`config.mk`:
```
export PLATFORM = sky130hd
export DESIGN_NAME = pc_update_unit
export DESIGN_NICKNAME = d
export VERILOG_FILES = /design/src/rtl/pc_unit_pkg.sv /design/src/rtl/pc_src_mux.sv /design/src/rtl/pc_update_unit.sv
export SDC_FILE = /design/constraint.sdc
export NUM_CORES = 1
export LEC_CHECK = 0
export CAP_MARGIN = 20
export CORE_ASPECT_RATIO = 0.8
export CORE_MARGIN = 2
export CORE_UTILIZATION = 42
export CTS_BUF_LIST = sky130_fd_sc_hd__clkbuf_8
export DETAILED_ROUTE_END_ITERATION = 12
export PLACE_DENSITY = 0.89
export SYNTH_ARGS = -nofsm -noshare
export SYNTH_HDL_FRONTEND = slang
export SYNTH_SLANG_ARGS = --single-unit
```
`constraint.sdc`:
```
create_clock -name clk -period 4.9 [get_ports clk]
set_input_delay 0.49 -clock clk [delete_from_list [all_inputs] [get_ports clk]]
set_output_delay 0.49 -clock clk [all_outputs]
set_load 0.005 [all_outputs]
```
`src/rtl/pc_unit_pkg.sv`:
```
// Shared types and constants for the program-counter update unit.
package pc_unit_pkg;

  // Control state: normal operation, or the second step of exception entry.
  typedef enum logic [0:0] {
    StRun     = 1'b0,
    StExcJump = 1'b1
  } pc_state_e;

  // Exception cause codes.
  localparam logic [1:0] CAUSE_OPCODE   = 2'd0;
  localparam logic [1:0] CAUSE_OVERFLOW = 2'd1;
  localparam logic [1:0] CAUSE_DIVZERO  = 2'd2;
  localparam logic [1:0] CAUSE_ALIGN    = 2'd3;

  // Default exception vector base.
  localparam logic [31:0] EXC_BASE_DEFAULT = 32'h0000_00FC;

endpackage

```
`src/rtl/pc_src_mux.sv`:
```
// Combinational NUM_SRC-way selector over a flattened source bus.
// Out-of-range selectors yield zero data and sel_valid low, never X.
module pc_src_mux #(
  parameter int unsigned DATA_W  = 32,
  parameter int unsigned NUM_SRC = 5,
  parameter int unsigned SEL_W   = $clog2(NUM_SRC)
) (
  input  logic [SEL_W-1:0]          sel,
  input  logic [NUM_SRC*DATA_W-1:0] src_bus,
  output logic [DATA_W-1:0]         data,
  output logic                      sel_valid
);

  // Compare the selector against every legal index; no match leaves the defaults.
  always_comb begin
    data      = '0;
    sel_valid = 1'b0;
    for (int i = 0; i < NUM_SRC; i++) begin
      if (sel == SEL_W'(i)) begin
        data      = src_bus[i*DATA_W +: DATA_W];
        sel_valid = 1'b1;
      end
    end
  end

endmodule

```
`src/rtl/pc_update_unit.sv`:
```
// Program-counter register with source selection and two-step exception entry:
// the first cycle saves the EPC and latches the cause, the second loads the
// cause-indexed vector. Optional feature: define PC_ALIGN_CHECK_EN to trap
// writes of word-misaligned targets as a CAUSE_ALIGN exception.
module pc_update_unit
  import pc_unit_pkg::*;
#(
  parameter int unsigned       DATA_W    = 32,
  parameter int unsigned       NUM_SRC   = 5,
  parameter int unsigned       SEL_W     = $clog2(NUM_SRC),
  parameter logic [DATA_W-1:0] RESET_PC  = '0,
  parameter logic [DATA_W-1:0] EXC_BASE  = DATA_W'(EXC_BASE_DEFAULT),
  parameter int unsigned       VEC_SHIFT = 2
) (
  input  logic                      clk,
  input  logic                      reset,
  input  logic [SEL_W-1:0]          src_sel,
  input  logic [NUM_SRC*DATA_W-1:0] src_bus,
  input  logic                      pc_write,
  input  logic                      pc_write_cond,
  input  logic                      branch_taken,
  input  logic                      exc_req,
  input  logic [1:0]                exc_cause,
  output logic [DATA_W-1:0]         pc_out,
  output logic [DATA_W-1:0]         epc_out,
  output logic                      exc_busy,
  output logic                      sel_err
);

  pc_state_e         state_q, state_d;
  logic [DATA_W-1:0] pc_q, pc_d;
  logic [DATA_W-1:0] epc_q, epc_d;
  logic [1:0]        cause_q, cause_d;
  logic              sel_err_q, sel_err_d;

  logic [DATA_W-1:0] target;
  logic              target_valid;
  logic              we;
  logic [DATA_W-1:0] vector;

  pc_src_mux #(
    .DATA_W (DATA_W),
    .NUM_SRC(NUM_SRC),
    .SEL_W  (SEL_W)
  ) u_src_mux (
    .sel      (src_sel),
    .src_bus  (src_bus),
    .data     (target),
    .sel_valid(target_valid)
  );

  assign we     = pc_write | (pc_write_cond & branch_taken);
  // Wrap-around on overflow is intended.
  assign vector = EXC_BASE + (DATA_W'(cause_q) << VEC_SHIFT);

  // Next-state logic: exception beats writes; EXC_JUMP ignores all requests.
  always_comb begin
    state_d   = state_q;
    pc_d      = pc_q;
    epc_d     = epc_q;
    cause_d   = cause_q;
    sel_err_d = 1'b0;
    unique case (state_q)
      StRun: begin
        if (exc_req) begin
          epc_d   = pc_q;
          cause_d = exc_cause;
          state_d = StExcJump;
        end else if (we) begin
          if (!target_valid) begin
            sel_err_d = 1'b1;
`ifdef PC_ALIGN_CHECK_EN
          end else if (target[1:0] != 2'b00) begin
            epc_d   = pc_q;
            cause_d = CAUSE_ALIGN;
            state_d = StExcJump;
`endif
          end else begin
            pc_d = target;
          end
        end
      end
      StExcJump: begin
        pc_d    = vector;
        state_d = StRun;
      end
      default: state_d = StRun;
    endcase
  end

  // State and datapath registers with asynchronous reset.
  always_ff @(posedge clk or posedge reset) begin
    if (reset) begin
      state_q   <= StRun;
      pc_q      <= RESET_PC;
      epc_q     <= '0;
      cause_q   <= CAUSE_OPCODE;
      sel_err_q <= 1'b0;
    end else begin
      state_q   <= state_d;
      pc_q      <= pc_d;
      epc_q     <= epc_d;
      cause_q   <= cause_d;
      sel_err_q <= sel_err_d;
    end
  end

  assign pc_out   = pc_q;
  assign epc_out  = epc_q;
  assign exc_busy = (state_q == StExcJump);
  assign sel_err  = sel_err_q;

endmodule

```
## Word level (Yosys, flattened, before mapping)

Index checks and enable logic that the tools add are counted.
Widths: inputs -> output; s select.

| word-level totals | value |
|---|---|
| output and inout port bits | 66 |
| input port bits | 171 |
| bits in registers | 68 |
| word-level logic and storage cells | 39 |

| cells by class | value |
|---|---|
| add/subtract/negate cells | 1 |
| mux-type cells | 20 |
| reductions and logical operators | 3 |
| bitwise operators | 3 |
| equality and inequality tests | 7 |

Operators by type and width:

| cell | count |
|---|---|
| $mux 32 | 8 |
| $pmux 32 s2 | 1 |
| $mux 1 | 10 |
| $add 8x4->9 const A | 1 |
| $eq 3x2->1 const B | 2 |
| $ne 2x2->1 const B | 3 |
| $eq 3x1->1 const B | 1 |
| $eq 3x3->1 const B | 1 |
| $logic_not 3->1 | 1 |
| $reduce_and 3->1 | 1 |
| $pmux 1 s2 | 1 |
| $reduce_and 2->1 | 1 |
| $and 1x1->1 | 1 |
| $not 1->1 | 1 |
| $or 1x1->1 | 1 |

## Depth between registers and ports, before layout

| depth | value |
|---|---|
| depth in word-level cells | 10 |
| mapped depth | 7 |
| gate-level depth less buffers | 5 |

## Cells and area by module

From an unflattened synthesis, not the netlist that was laid out.

| second synthesis, totals | value |
|---|---|
| cell total of the unflattened synthesis | 422 |
| area, all modules | 4058.9 um^2 |

Modules (own cells, without submodules):

| module | instances | sequential area each (um^2) | area an instance (um^2) | cells an instance |
|---|---|---|---|---|
| pc_update_unit | 1 | 1701.6 | 2776.4 | 232 |
| pc_src_mux | 1 | 0.0 | 1282.5 | 190 |

## Least setup slack after synthesis

No wires, ideal clock.

| timing path | value |
|---|---|
| path type | input-to-reg |
| from | input src_sel[0] |
| to | register pc_q[6] (netlist: pc_out[6]) |
| buffers on the path | 1 |
| cell stages on the path | 5 |
| arrival | 1.554 ns |
| slack | 3.215 ns |
| library setup time | 0.130 ns |
| data required time | 4.770 ns |
| cells stage by stage | buf_6 > mux4_2 > and2_0 > a311oi_1 > o31ai_1 |

| between the ends | value |
|---|---|
| longest elaborated chain between the ends | 10 |
| elaborated cells on any way between the ends | 21 |
| classes of those cells | 5 x eq/ne; 14 x mux; 2 x reduce/logical |

RTL lines:

| element | line | source |
|---|---|---|
| from (decl) | pc_update_unit.sv:17 | `input logic [SEL_W-1:0] src_sel,` |
| $logic_not 3->1 | pc_src_mux.sv:19 | `if (sel == SEL_W'(i)) begin` |
| $mux 32 (5 in a row) | pc_src_mux.sv:19 |  |
| $mux 32 | pc_update_unit.sv:70 | `if (!target_valid) begin` |
| $mux 32 | pc_update_unit.sv:69 | `end else if (we) begin` |
| $mux 32 | pc_update_unit.sv:65 | `if (exc_req) begin` |
| $pmux 32 s2 | pc_update_unit.sv:63 | `unique case (state_q)` |
| to (signal assigned) | pc_update_unit.sv:101 | `pc_q <= pc_d;` |
| to (decl) | pc_update_unit.sv:31 | `logic [DATA_W-1:0] pc_q, pc_d;` |

Parallel ways exist; a longest one is shown, timed or not. The select of a mux whose other input is x is not followed.
A chain may end at the register's enable or synchronous reset.

## Worst setup path in the final report

| timing path | value |
|---|---|
| from | input src_sel[2] |
| to | register pc_q[2] (netlist: pc_out[2]) |

The elaborated chain is that of the path after synthesis.

==> summary.md <==
| Metric | Value |
|---|---|
| Max Cap Viol | `0` |
| Final period utilization | `0.5834` |
| Max Root-Sink Buffers | `2` |
| HP Start | `epc_out[22]` |
| Worst r2r src | `exc_busy` |
| Share of layout cells above drive strength 1 | `0.1045` |
| Most common cell on crit path | `buf_4` |
| HP Class | `reg2reg` |
| Synth cell count leaders | `dfrtp_1 (68), o21ai_0 (38), mux2i_1 (35), nand2_1 (35), mux2_2 (32)` |
| Top cell type's share of synthesized area | `0.4383` |
| Clk slew on worst S/H paths | `0.07 ns` |
| Syn Inst Count | `362` |
| Clock Sinks | `68` |
| Post-route DRC | `0` |
| Vias | `4023` |
| # diodes | `0` |
| Crit-path max FO | `29` |
| Drt first pass iters | `4` |
| H-tree depth | `3` |
| WL per Instance | `20.28 µm` |
| Clock Skew | `0.01103 ns` |
| Register area share after synthesis | `0.4383` |
| Fin. Hold Viols | `0` |
| Cell taking the most area after synthesis | `dfrtp_1` |
| Die Y | `90.00 µm` |
| Area delta synth->final | `66.00%` |
| Unrepaired setup endpoints after global routing | `no` |
| TritonCTS clock tree | `built` |
| Worst-Margin Slew | `1.001 ns` |
| Antenna violations before repair | `0` |
| Die area | `0.01003 mm²` |
| Worst R2R Setup Slack | `2.83 ns` |
| Post-Place Worst Slack | `1.723 ns` |
| Final Max Tran Viols | `0` |
| Worst R2R Path Depth | `3` |
| Minimum clock period | `2.859 ns` |
| Leakage | `2.657 nW` |
| Post-route ant nets | `0` |
| Req. time, crit path | `5.10 ns` |
| Main synth FF type | `dfrtp_1` |
| Crit Path Category | `in2reg` |
| WP data arrival | `3.06 ns` |
| Fillers | `676` |
| Placer Congestion | `0.9022` |
| CP max stage cell | `clkdlybuf4s50_1` |
| Maximum vdd drop | `0.1537 mV` |
| Via density | `5.755` |
| Post-CTS Setup Bufs | `0` |
| Cts repair resizes | `0` |
| Avg Inst Size Synth | `10.73 µm²` |
| Final TNS setup | `0 ns` |
| Initial core utilization | `0.4296` |
| Total GRT Usage | `0.2800` |
| EDFF count, synth | `0` |
| Crit end category | `flip-flop` |
| Pwr/cell area | `248.8 mW/mm²` |
| I/O pin total | `237` |
| Max-slew headroom | `0.3321` |
| First-pass GRT wire length | `22220 µm` |
| Worst-Skew Late Latency | `0.34 ns` |
| CP peak stage delay | `0.75 ns` |
| Port bufs | `236` |
| Cts hold-fix bufs | `0` |
| Mapped Nets | `534` |
| Drt total wl | `14180 µm` |
| Placed cell areas | `0.006250 mm²` |
| Crit path cell chain | `clkdlybuf4s50_1 -> buf_4 -> nand2b_1 -> buf_4 -> nor2_1 -> a2111oi_0 -> o31ai_1` |
| Startpoint Class | `input pin` |
| DR iter-0 viols | `158` |
| FMAX | `0.3498 GHz` |
| Worst setup margin | `2.041 ns` |
| Root Driver | `clkbuf_8` |
| Largest net degree at the start of global routing | `71` |
| Netlist cell types | `40` |
| Flops & latches, synth | `68` |
| Core Rows | `31` |
| Ys async rst share | `1.000` |
| Final #Nets | `753` |
| Synth area leaders | `dfrtp_1 (44%), mux2_2 (9.3%), mux2i_1 (9.0%)` |
| DPL Wire Length | `10390 µm` |
| Vias in the first global route | `4299` |
| Count leader, synth | `dfrtp_1` |
| Hold Path Cell Cnt | `1` |
| Fin util | `0.7131` |
| Core ar. | `0.009037 mm²` |
| Total congestion overflow | `0` |
| Syn. warnings | `0` |
| Die width | `111.5 µm` |
| Outcome | `completed` |
| CTS Buf Count | `9` |
| Setup-failing EPs final | `0` |
| Mapped Area | `0.003882 mm²` |
| Hold endpoint | `epc_out[22]` |
| Final Cell Area | `0.006445 mm²` |
| RR Endpoint | `pc_out[0]` |
==> through the flow <==
step                power [mW]  instances  hold slack [ns]
detailed placement       1.184        684           0.4955
global route             1.676        699           0.5184
global placement         1.167        684           0.4854
finish                   1.604        699           0.5073
floorplan               0.8630        362           0.4890
CTS                      1.611        698           0.5118
==> routing by layer <==
layer / vias to the layer above / global-route usage / routed length, µm
met4: 0 / 0.09774 / 356
met1: 1958 / 0.3339 / 5578
li1: 1802 / - / -
met5: - / 0 / 0
met3: 33 / 0.07148 / 1125
met2: 230 / 0.4924 / 7116
==> sequential cells by signal, summed over array words and instances (netlist names) <==
signal	count
exc_busy	1
pc_out	32
epc_out	32
sel_err	1
cause_q	2
==> cell type report <==
cell class / instances / area [µm²] / share of cell area
inverter: 6 / 22.52 / 0.003494
timing repair buffer: 241 / 2410 / 0.3739
multi-input combinational: 255 / 1992 / 0.3091
sequential: 68 / 1702 / 0.2640
clock buffer: 12 / 165.2 / 0.02563
tap: 115 / 143.9 / 0.02233
clock inverter: 2 / 10.01 / 0.001553
==> cell usage in the layout, fill, tap and decap left out, types with 2 or more instances in the layout <==
master | netlist | final
nand3b_1 | 3 | 3
dfrtp_1 | 68 | 68
o31ai_1 | 3 | 3
clkinv_2 | 0 | 2
buf_4 | 4 | 5
inv_1 | 6 | 5
o221ai_1 | 25 | 25
mux4_2 | 2 | 2
nor2_1 | 7 | 6
nand2b_1 | 26 | 26
clkdlybuf4s50_1 | 0 | 235
clkbuf_8 | 0 | 12
nor2_4 | 1 | 2
mux2_2 | 32 | 32
o211ai_1 | 3 | 3
a2111oi_0 | 2 | 2
o21ai_0 | 38 | 38
mux2i_1 | 35 | 35
nand2_1 | 35 | 35
a32o_1 | 24 | 24
==> report_power, final <==
group	internal (mW)	switching (mW)	leakage [nW]
clock	0.218	0.211	0.0941
combinational	0.323	0.177	1.66
sequential	0.628	0.0464	0.904
total	1.17	0.435	2.66
==> how the worst max path moves through the flow <==
stage	start	end	depth (start not counted)
floorplan	reset	cause_q[0]	1
global placement	src_sel[2]	pc_out[2]	7
detailed placement	src_sel[2]	pc_out[2]	7
CTS	src_sel[2]	pc_out[2]	7
global route	src_sel[2]	pc_out[2]	7
finish	src_sel[2]	pc_out[2]	7
==> worst max-delay path, delay by kind of cell <==
family	cells	cell delay (ns)
buffers and inverters	3	1.44
and+or+nand+nor	2	0.56
AOI/OAI and AO/OA	2	0.55
==> cell families after synthesis <==
| logic type | Yosys count | share of synthesized area |
|---|---|---|
| buffers and inverters | 39 | 0.05285 |
| adder cells (fa/ha/maj) | 1 | 0.003222 |
| flip-flops | 68 | 0.4383 |
| AO/OA/AOI/OAI | 104 | 0.2021 |
| multiplexers | 69 | 0.1947 |
| AND/OR/NAND/NOR | 81 | 0.1089 |
No activity file was read; power rests on OpenSTA's default activity.
